--- src/rtl/pwm_multi_gen.sv ---
// Multi-channel PWM generator: shared period counter, per-channel duty set by
// debounced inc/dec buttons or a direct load, double-buffered at the period wrap.
module pwm_multi_gen #(
   parameter int unsigned CH        = 2,
   parameter int unsigned CW        = 8,
   parameter int unsigned DEB_DIV   = 4,
   parameter int unsigned STEP      = 1,
   parameter int unsigned DUTY_INIT = 0
) (
   input  logic             clk,
   input  logic             rst_n,
   input  logic             en,
   input  logic [CW-1:0]    period,
   input  logic [CH-1:0]    btn_inc,
   input  logic [CH-1:0]    btn_dec,
   input  logic             ld_valid,
   input  logic [2:0]       ld_ch,
   input  logic [CW-1:0]    ld_duty,
   output logic [CH-1:0]    pwm_out,
   output logic [CH*CW-1:0] duty_act,
   output logic             period_tick
);

   localparam int unsigned PW    = (DEB_DIV > 1) ? $clog2(DEB_DIV) : 1;
   localparam logic [CW:0] MAXV  = {1'b0, {CW{1'b1}}};
   localparam logic [CW:0] STEPW = (CW+1)'(STEP);

   logic [CW-1:0] r_cnt;
   logic [CW-1:0] r_period_act;
   logic          r_tick;
   logic [CH-1:0] r_pwm;
   logic [CW-1:0] r_duty_act [CH];
   logic [CW-1:0] r_duty_sh  [CH];

   logic [PW-1:0] r_presc;
   logic [CH-1:0] r_inc_s1, r_inc_s2, r_inc_d1, r_inc_d2;
   logic [CH-1:0] r_dec_s1, r_dec_s2, r_dec_d1, r_dec_d2;

   logic          w_tick;
   logic [CH-1:0] w_inc_ev, w_dec_ev;
   logic [CW:0]   w_sum    [CH];
   logic [CW-1:0] w_up     [CH];
   logic [CW-1:0] w_dn     [CH];
   logic [CW-1:0] w_sh_nxt [CH];

   // Period counter; active period/duty reload at the wrap, or continuously while stopped
   always_ff @(posedge clk or negedge rst_n) begin
      if (!rst_n) begin
         r_cnt        <= '0;
         r_period_act <= '0;
         r_tick       <= 1'b0;
         r_pwm        <= '0;
         for (int unsigned i = 0; i < CH; i++) r_duty_act[i] <= CW'(DUTY_INIT);
      end else begin
         if (!en || r_cnt == r_period_act) begin
            r_cnt        <= '0;
            r_tick       <= en;
            r_period_act <= period;
            for (int unsigned i = 0; i < CH; i++) r_duty_act[i] <= r_duty_sh[i];
         end else begin
            r_cnt  <= r_cnt + CW'(1);
            r_tick <= 1'b0;
         end
         for (int unsigned i = 0; i < CH; i++)
            r_pwm[i] <= en & (r_cnt < r_duty_act[i]);
      end
   end

   assign w_tick   = (r_presc == PW'(DEB_DIV - 1));
   assign w_inc_ev = {CH{w_tick}} & r_inc_d1 & ~r_inc_d2;
   assign w_dec_ev = {CH{w_tick}} & r_dec_d1 & ~r_dec_d2;

   always_ff @(posedge clk or negedge rst_n) begin
      if (!rst_n) begin
         r_presc  <= '0;
         r_inc_s1 <= '0;
         r_inc_s2 <= '0;
         r_inc_d1 <= '0;
         r_inc_d2 <= '0;
         r_dec_s1 <= '0;
         r_dec_s2 <= '0;
         r_dec_d1 <= '0;
         r_dec_d2 <= '0;
      end else begin
         r_presc  <= w_tick ? '0 : r_presc + PW'(1);
         r_inc_s1 <= btn_inc;
         r_inc_s2 <= r_inc_s1;
         r_dec_s1 <= btn_dec;
         r_dec_s2 <= r_dec_s1;
         if (w_tick) begin
            r_inc_d1 <= r_inc_s2;
            r_inc_d2 <= r_inc_d1;
            r_dec_d1 <= r_dec_s2;
            r_dec_d2 <= r_dec_d1;
         end
      end
   end

   // Saturating step computed one bit wider so it can never wrap
   always_comb begin
      for (int unsigned i = 0; i < CH; i++) begin
         w_sum[i]    = {1'b0, r_duty_sh[i]} + STEPW;
         w_up[i]     = (w_sum[i] > MAXV) ? {CW{1'b1}} : w_sum[i][CW-1:0];
         w_dn[i]     = ({1'b0, r_duty_sh[i]} < STEPW) ? '0 : r_duty_sh[i] - STEPW[CW-1:0];
         w_sh_nxt[i] = r_duty_sh[i];
         if (ld_valid && ld_ch == 3'(i))
            w_sh_nxt[i] = ld_duty;
         else if (w_inc_ev[i] && w_dec_ev[i])
            w_sh_nxt[i] = r_duty_sh[i];
         else if (w_inc_ev[i])
            w_sh_nxt[i] = w_up[i];
         else if (w_dec_ev[i])
            w_sh_nxt[i] = w_dn[i];
      end
   end

   always_ff @(posedge clk or negedge rst_n) begin
      if (!rst_n) begin
         for (int unsigned i = 0; i < CH; i++) r_duty_sh[i] <= CW'(DUTY_INIT);
      end else begin
         for (int unsigned i = 0; i < CH; i++) r_duty_sh[i] <= w_sh_nxt[i];
      end
   end

   always_comb begin
      duty_act = '0;
      for (int unsigned i = 0; i < CH; i++) duty_act[i*CW +: CW] = r_duty_act[i];
   end

   assign pwm_out     = r_pwm;
   assign period_tick = r_tick;

endmodule
--- config.mk ---
export PLATFORM = sky130hd
export DESIGN_NAME = pwm_multi_gen
export DESIGN_NICKNAME = d
export VERILOG_FILES = /design/src/rtl/pwm_multi_gen.sv
export SDC_FILE = /design/constraint.sdc
export NUM_CORES = 1
export LEC_CHECK = 0
export ABC_AREA = 0
export BUFFER_PORTS_ARGS = -buffer_cell sky130_fd_sc_hd__buf_2
export CORE_MARGIN = 2
export CORE_UTILIZATION = 53
export CTS_CLUSTER_DIAMETER = 50
export CTS_CLUSTER_SIZE = 16
export DETAILED_ROUTE_END_ITERATION = 10
export PLACE_DENSITY_LB_ADDON = 0.25
export REMOVE_ABC_BUFFERS = 1
export SLEW_MARGIN = 20
export SYNTH_ARGS = -nofsm -noshare
export SYNTH_HDL_FRONTEND = slang
export SYNTH_SLANG_ARGS = --single-unit
export TNS_END_PERCENT = 50
--- constraint.sdc ---
create_clock -name clk -period 6.25 [get_ports clk]
set_input_delay 0.625 -clock clk [delete_from_list [all_inputs] [get_ports clk]]
set_output_delay 0.625 -clock clk [all_outputs]
set_load 0.01 [all_outputs]
==> metrics.yaml, run 1 <==
synthTopCellsByArea: "dfrtp_1, mux2_2, ha_1"
overflow: 0
cts_tree: "built"
post_cts_buffers: 0
gp_congestion: 0.9336
port_buffers: 45
drt-initial-drc-count: 227
cts-root-buf: "clkbuf_8"
area_delta_synth_final_pct: 12.00
r2r_cells: 6
leakagePower_nw: 2.036
path_clk_slew_ns: 0.07
cts_sinks: 69
cp_data_required_time_ns: 6.49
clockBufferDepth: 2
antenna_cells: 0
hold_buffers: 0
ios: 46
placed_cell_area_mm2: 0.004292
antenna_found_initial: 0
min_period_ns: 2.559
slew_violations: 0
cts_buffers: 9
ys_seq_elements: 69
r2r-start: "r_cnt[3]"
netlist_area_mm2: 0.004004
yosysTopAreaCellShare_pct: 43.13
synth-xor-area-share_pct: 4.813
yosysSeqAreaShare_pct: 43.13
synth_area_leader_cell: "dfrtp_1"
tightestPinTransition_ns: 1.001
drc: 0
syn_inst: 404
synthAdderAreaFrac_pct: 6.563
wl_per_cell_um: 16.89
initial_core_util_pct: 54.91
crit_type: "reg2reg"
reg2reg_setup_slack_ns: 3.69
grt_max_degree: 70
whs_endpoint: "r_inc_s2[1]"
min_delay_path_depth: 0
wl_um: 9238
synth_mux_area_share_pct: 8.875
setup_viol: 0
ant_nets: 0
fin_area_mm2: 0.004484
timing.final.crit_share_pct: 40.94
fp.dieW_um: 90.92
synthSimpleGateAreaFrac_pct: 18.78
rows: 31
vdd_drop_max_v: 0.0001707
cp_max_fo: 16
fin_util_pct: 61.50
critPathArrivalTime_ns: 2.80
firstDrtPassIters: 4
yosysWarningCount: 0
htreeDepth: 3
rsz0062_at_grt: "false"
slew-limit-headroom_pct: 33.08
synth_cell_type_count: 59
grt_pass1_vias: 3266
vias: 3244
vias_per_cell: 5.931
ys.flop_type: "dfrtp_1"
reg2reg_to: "duty_act[6]"
drive_gt1_share_pct: 21.43
synth_compound_area_share_pct: 13.63
start_kind: "flop"
core-area_mm2: 0.007292
drv_cap: 0
dpl.hpwl_um: 6530
fmaxAchievable_mhz: 390.8
clock-skew-final_ns: 0.007533
die_area_mm2: 0.008266
powerDensity_mw_per_mm2: 311.6
cts_resized: 0
async_flop_share_pct: 100.0
end_kind: "flop"
finalHoldViolCount: 0
synth_top_family_by_area: "simple AND/OR/NAND/NOR gates"
synth_edf_count: 0
hold_class: "reg2reg"
postSynthAreaPerCell_um2: 9.910
insertion_delay_ns: 0.36
status: "complete, no violations"
setup_tns_ns: 0
die_h_um: 90.92
grt_usage_pct: 23.90
fin_nets: 491
hp-start: "r_inc_s1[1]"
grt_pass1_wl_um: 15790
-- report_power, final --
group          switching (mW)  internal, mW  leakage [nW]
Clock                   0.169         0.194        0.0964
Combinational           0.196         0.177          1.11
Sequential              0.134         0.528         0.830
Total                   0.499         0.899          2.04
-- synthesized netlist by cell type, types with 3 or more instances --
library cell / instances
dfrtp_1: 69
nor2_1: 28
mux2_2: 25
o21ai_0: 24
nand2_1: 22
ha_1: 21
inv_1: 21
xor2_1: 17
a21oi_1: 15
nand3_1: 15
clkbuf_1: 13
and3_1: 9
nor3_1: 9
nor2b_1: 7
a31oi_1: 6
buf_2: 6
o31ai_1: 6
and2_1: 5
nand4_1: 5
nor4_1: 5
xnor2_1: 5
and3b_1: 4
mux2i_1: 4
nand2b_1: 4
nand3b_1: 4
o21ai_1: 4
o22ai_1: 4
mux2_1: 3
o211ai_1: 3
o221ai_1: 3
-- state kept, by name (all words and copies together), names as in the netlist, 8 cells and up --
register / flops
duty_act: 16
r_duty_sh: 16
r_cnt: 8
r_period_act: 8
-- metal layers --
metal	up-vias	global-route usage [%]	routed length, µm
li1	1544	-	-
met5	-	0	0
met2	104	37.75	4432
met4	0	12.25	226
met3	17	3.840	452
met1	1579	31.90	4126
-- placed cells by master (no fill, tap or decap), types with 7 or more instances in the layout --
cell type	instances
a21oi_1	15
and3_1	9
buf_2	45
clkbuf_8	10
dfrtp_1	69
ha_1	21
inv_1	21
mux2_2	25
nand2_1	22
nand3_1	15
nor2_1	28
nor2b_1	7
nor3_1	9
o21ai_0	24
xor2_1	17
-- worst max path at each step --
stage,startpoint,to
after global placement,r_cnt[3],duty_act[6]
after global routing,r_cnt[3],duty_act[6]
final,r_cnt[3],duty_act[6]
after floorplan,ld_ch[0],r_duty_sh[10]
after CTS,r_cnt[3],duty_act[6]
after detailed placement,r_cnt[3],duty_act[5]
-- cell families after synthesis --
| kind of cell | count (synthesis) |
|---|---|
| muxes | 32 |
| and+or+nand+nor | 134 |
| DFF | 69 |
| xor gates and xnor gates | 22 |
| AOI/OAI and AO/OA | 85 |
| adders and majority gates | 21 |
| buffers and inverters | 41 |
-- critical path, stage by stage (launching register included) --
cell and delay (ns):
dfrtp_1 0.48, xor2_1 0.18, nor4_1 0.40, nand2_1 0.12, nand2_1 0.54, buf_4 0.35
mux2_2 0.36
-- stage by stage --
step                      std cells  total power, mW  hold slack (ns)  setup WS, ns
after floorplan                 384           0.8808           0.3294         3.766
after global placement          531            1.021           0.3331         3.762
after detailed placement        531            1.037           0.3358         3.688
after CTS                       547            1.402           0.3522         3.679
after global routing            547            1.485           0.3649         3.362
final                           547            1.397           0.3490         3.691
-- cell type report --
cell class	instances	area (µm²)
tap	99	123.9
multi-input combinational	294	2115
fill	636	2808
clock inverter	4	47.55
clock buffer	12	145.1
timing repair buffer	48	247.7
sequential	69	1727
inverter	21	78.83
Note: power is estimated with default switching activity, not from simulation.
==> inputs of run 2 (changes only) <==
==> constraint.sdc (replaced) <==
create_clock -name clk -period 2.7 [get_ports clk]
set_input_delay 0.27 -clock clk [delete_from_list [all_inputs] [get_ports clk]]
set_output_delay 0.27 -clock clk [all_outputs]
set_load 0.01 [all_outputs]
==> run 2 against run 1 <==
Net effect:
- maximum frequency up 14%
- sequential power up 130%
- total power up 130%
- routed wire length down 0.66%
- non-clock buffer count up 3
- sequential cell count unchanged
- utilization up 0.70 points
- combinational power up 130%
- sequential share of layout area down 0.44 points
- cell area up 1.1%
- via count up 0.46%
- largest power group unchanged
- highest routed layer unchanged
==> metrics.yaml, run 2 (synthesis results as in run 1) <==
whs_endpoint: "r_inc_s1[0]"
drc: 0
die_h_um: 90.92
cts_buffers: 9
initial_core_util_pct: 54.91
layout_commonest_cell: "dfrtp_1"
cts_resized: 0
rows: 31
fin_nets: 494
fin_area_mm2: 0.004536
gp_congestion: 0.9591
critPathSlowestCell: "ha_1"
drive_gt1_share_pct: 22.17
critPathArrivalTime_ns: 2.46
vdd_drop_max_v: 0.0004229
fin_util_pct: 62.20
path_clk_slew_ns: 0.08
crit_buf_inv: 0
setup_viol: 0
fp.dieW_um: 90.92
antenna_found_initial: 0
end_kind: "flop"
hold_slack_ns: 0.02474
antenna_cells: 0
grt_pass1_vias: 3162
crit_cells: 6
dpl.hpwl_um: 6443
ios: 46
timing.final.crit_share_pct: 83.22
setup_tns_ns: 0
cp_data_required_time_ns: 2.91
hold_class: "in2reg"
slew_violations: 0
leakagePower_nw: 2.062
cts_sinks: 69
htreeDepth: 3
min_delay_path_depth: 1
cts-root-buf: "clkbuf_8"
status: "complete, no violations"
finalHoldViolCount: 0
die_area_mm2: 0.008266
fmaxAchievable_mhz: 445.1
final_cell_mix: "dfrtp_1, buf_2, nor2_1"
placed_cell_area_mm2: 0.004319
r2r-start: "r_presc[0]"
wl_per_cell_um: 16.69
slew-limit-headroom_pct: 54.99
dpl_worst_slack_ns: 0.5219
crit_type: "reg2reg"
cp_max_fo: 19
port_buffers: 45
vias: 3259
r2r_cells: 6
clockBufferDepth: 2
drt-initial-drc-count: 121
drv_cap: 0
cts_tree: "built"
post_cts_buffers: 0
area_delta_synth_final_pct: 13.28
rsz0062_at_grt: "false"
hp-start: "btn_inc[0]"
cpPeakStageDelay_ns: 0.59
vias_per_cell: 5.925
reg2reg_setup_slack_ns: 0.45
grt_max_degree: 70
reg2reg_to: "r_duty_sh[15]"
insertion_delay_ns: 0.34
ant_nets: 0
wl_um: 9177
clock-skew-final_ns: 0.01323
grt_usage_pct: 23.85
tightestPinTransition_ns: 0.6751
grt_pass1_wl_um: 15800
core-area_mm2: 0.007292
min_period_ns: 2.247
overflow: 0
start_kind: "flop"
fin_ws_ns: 0.4531
cp_cell_sequence: "ha_1, nand3b_1, nor4_1, a32oi_1, o31ai_1, o22ai_1"
firstDrtPassIters: 5
crit_family: "simple AND/OR/NAND/NOR gates"
powerDensity_mw_per_mm2: 718.8
-- run 2: cell types whose count changed in the layout (fill, tap and decap cells not counted), sizes merged --
cell         before  now
buf              48   50
inv              21   23
clkbuf           12   10
dlygate4sd3       0    1
-- run 2: metal layers --
metal  vias to the layer above  share of wire (%)  track usage, %
met3                        14                6.1           5.676
li1                       1558                  -               -
met1                      1580                 44           32.77
met2                       107                 48           38.06
met4                         0                1.5           6.439
met5                         -                  0               0
-- run 2: how the worst max path moves through the flow --
stage / slack (ns) / startpoint / endpoint
finish: 0.45 / r_presc[0] / r_duty_sh[15]
global route: 0.28 / r_presc[0] / r_duty_sh[15]
CTS: 0.49 / r_presc[0] / r_duty_sh[15]
detailed placement: 0.52 / r_duty_sh[0] / r_duty_sh[3]
global placement: 0.48 / r_duty_sh[0] / r_duty_sh[3]
floorplan: 0.51 / r_cnt[2] / duty_act[0]
-- run 2: power by group --
part           leakage (nW)  switching, mW  internal, mW  total, mW
registers             0.830          0.303          1.22       1.52
logic                  1.13          0.440         0.413      0.853
clock network         0.103          0.425         0.458      0.883
-- run 2: stage by stage --
stage | power, mW | instances
floorplan | 2.039 | 384
global placement | 2.370 | 533
detailed placement | 2.386 | 533
CTS | 3.276 | 550
global route | 3.471 | 550
finish | 3.260 | 550
-- run 2: layout make-up --
class,count,area [µm²]
timing repair buffer,51,285.3
multi-input combinational,294,2115
clock buffer,10,137.6
fill,646,2756
sequential,69,1727
tap,99,123.9
clock inverter,6,68.82
inverter,21,78.83
-- run 2: repair_timing --
action	in CTS	in global routing
setup endpoints to repair	0	0
endpoints found under the hold margin	69	0
hold buffers	1	0
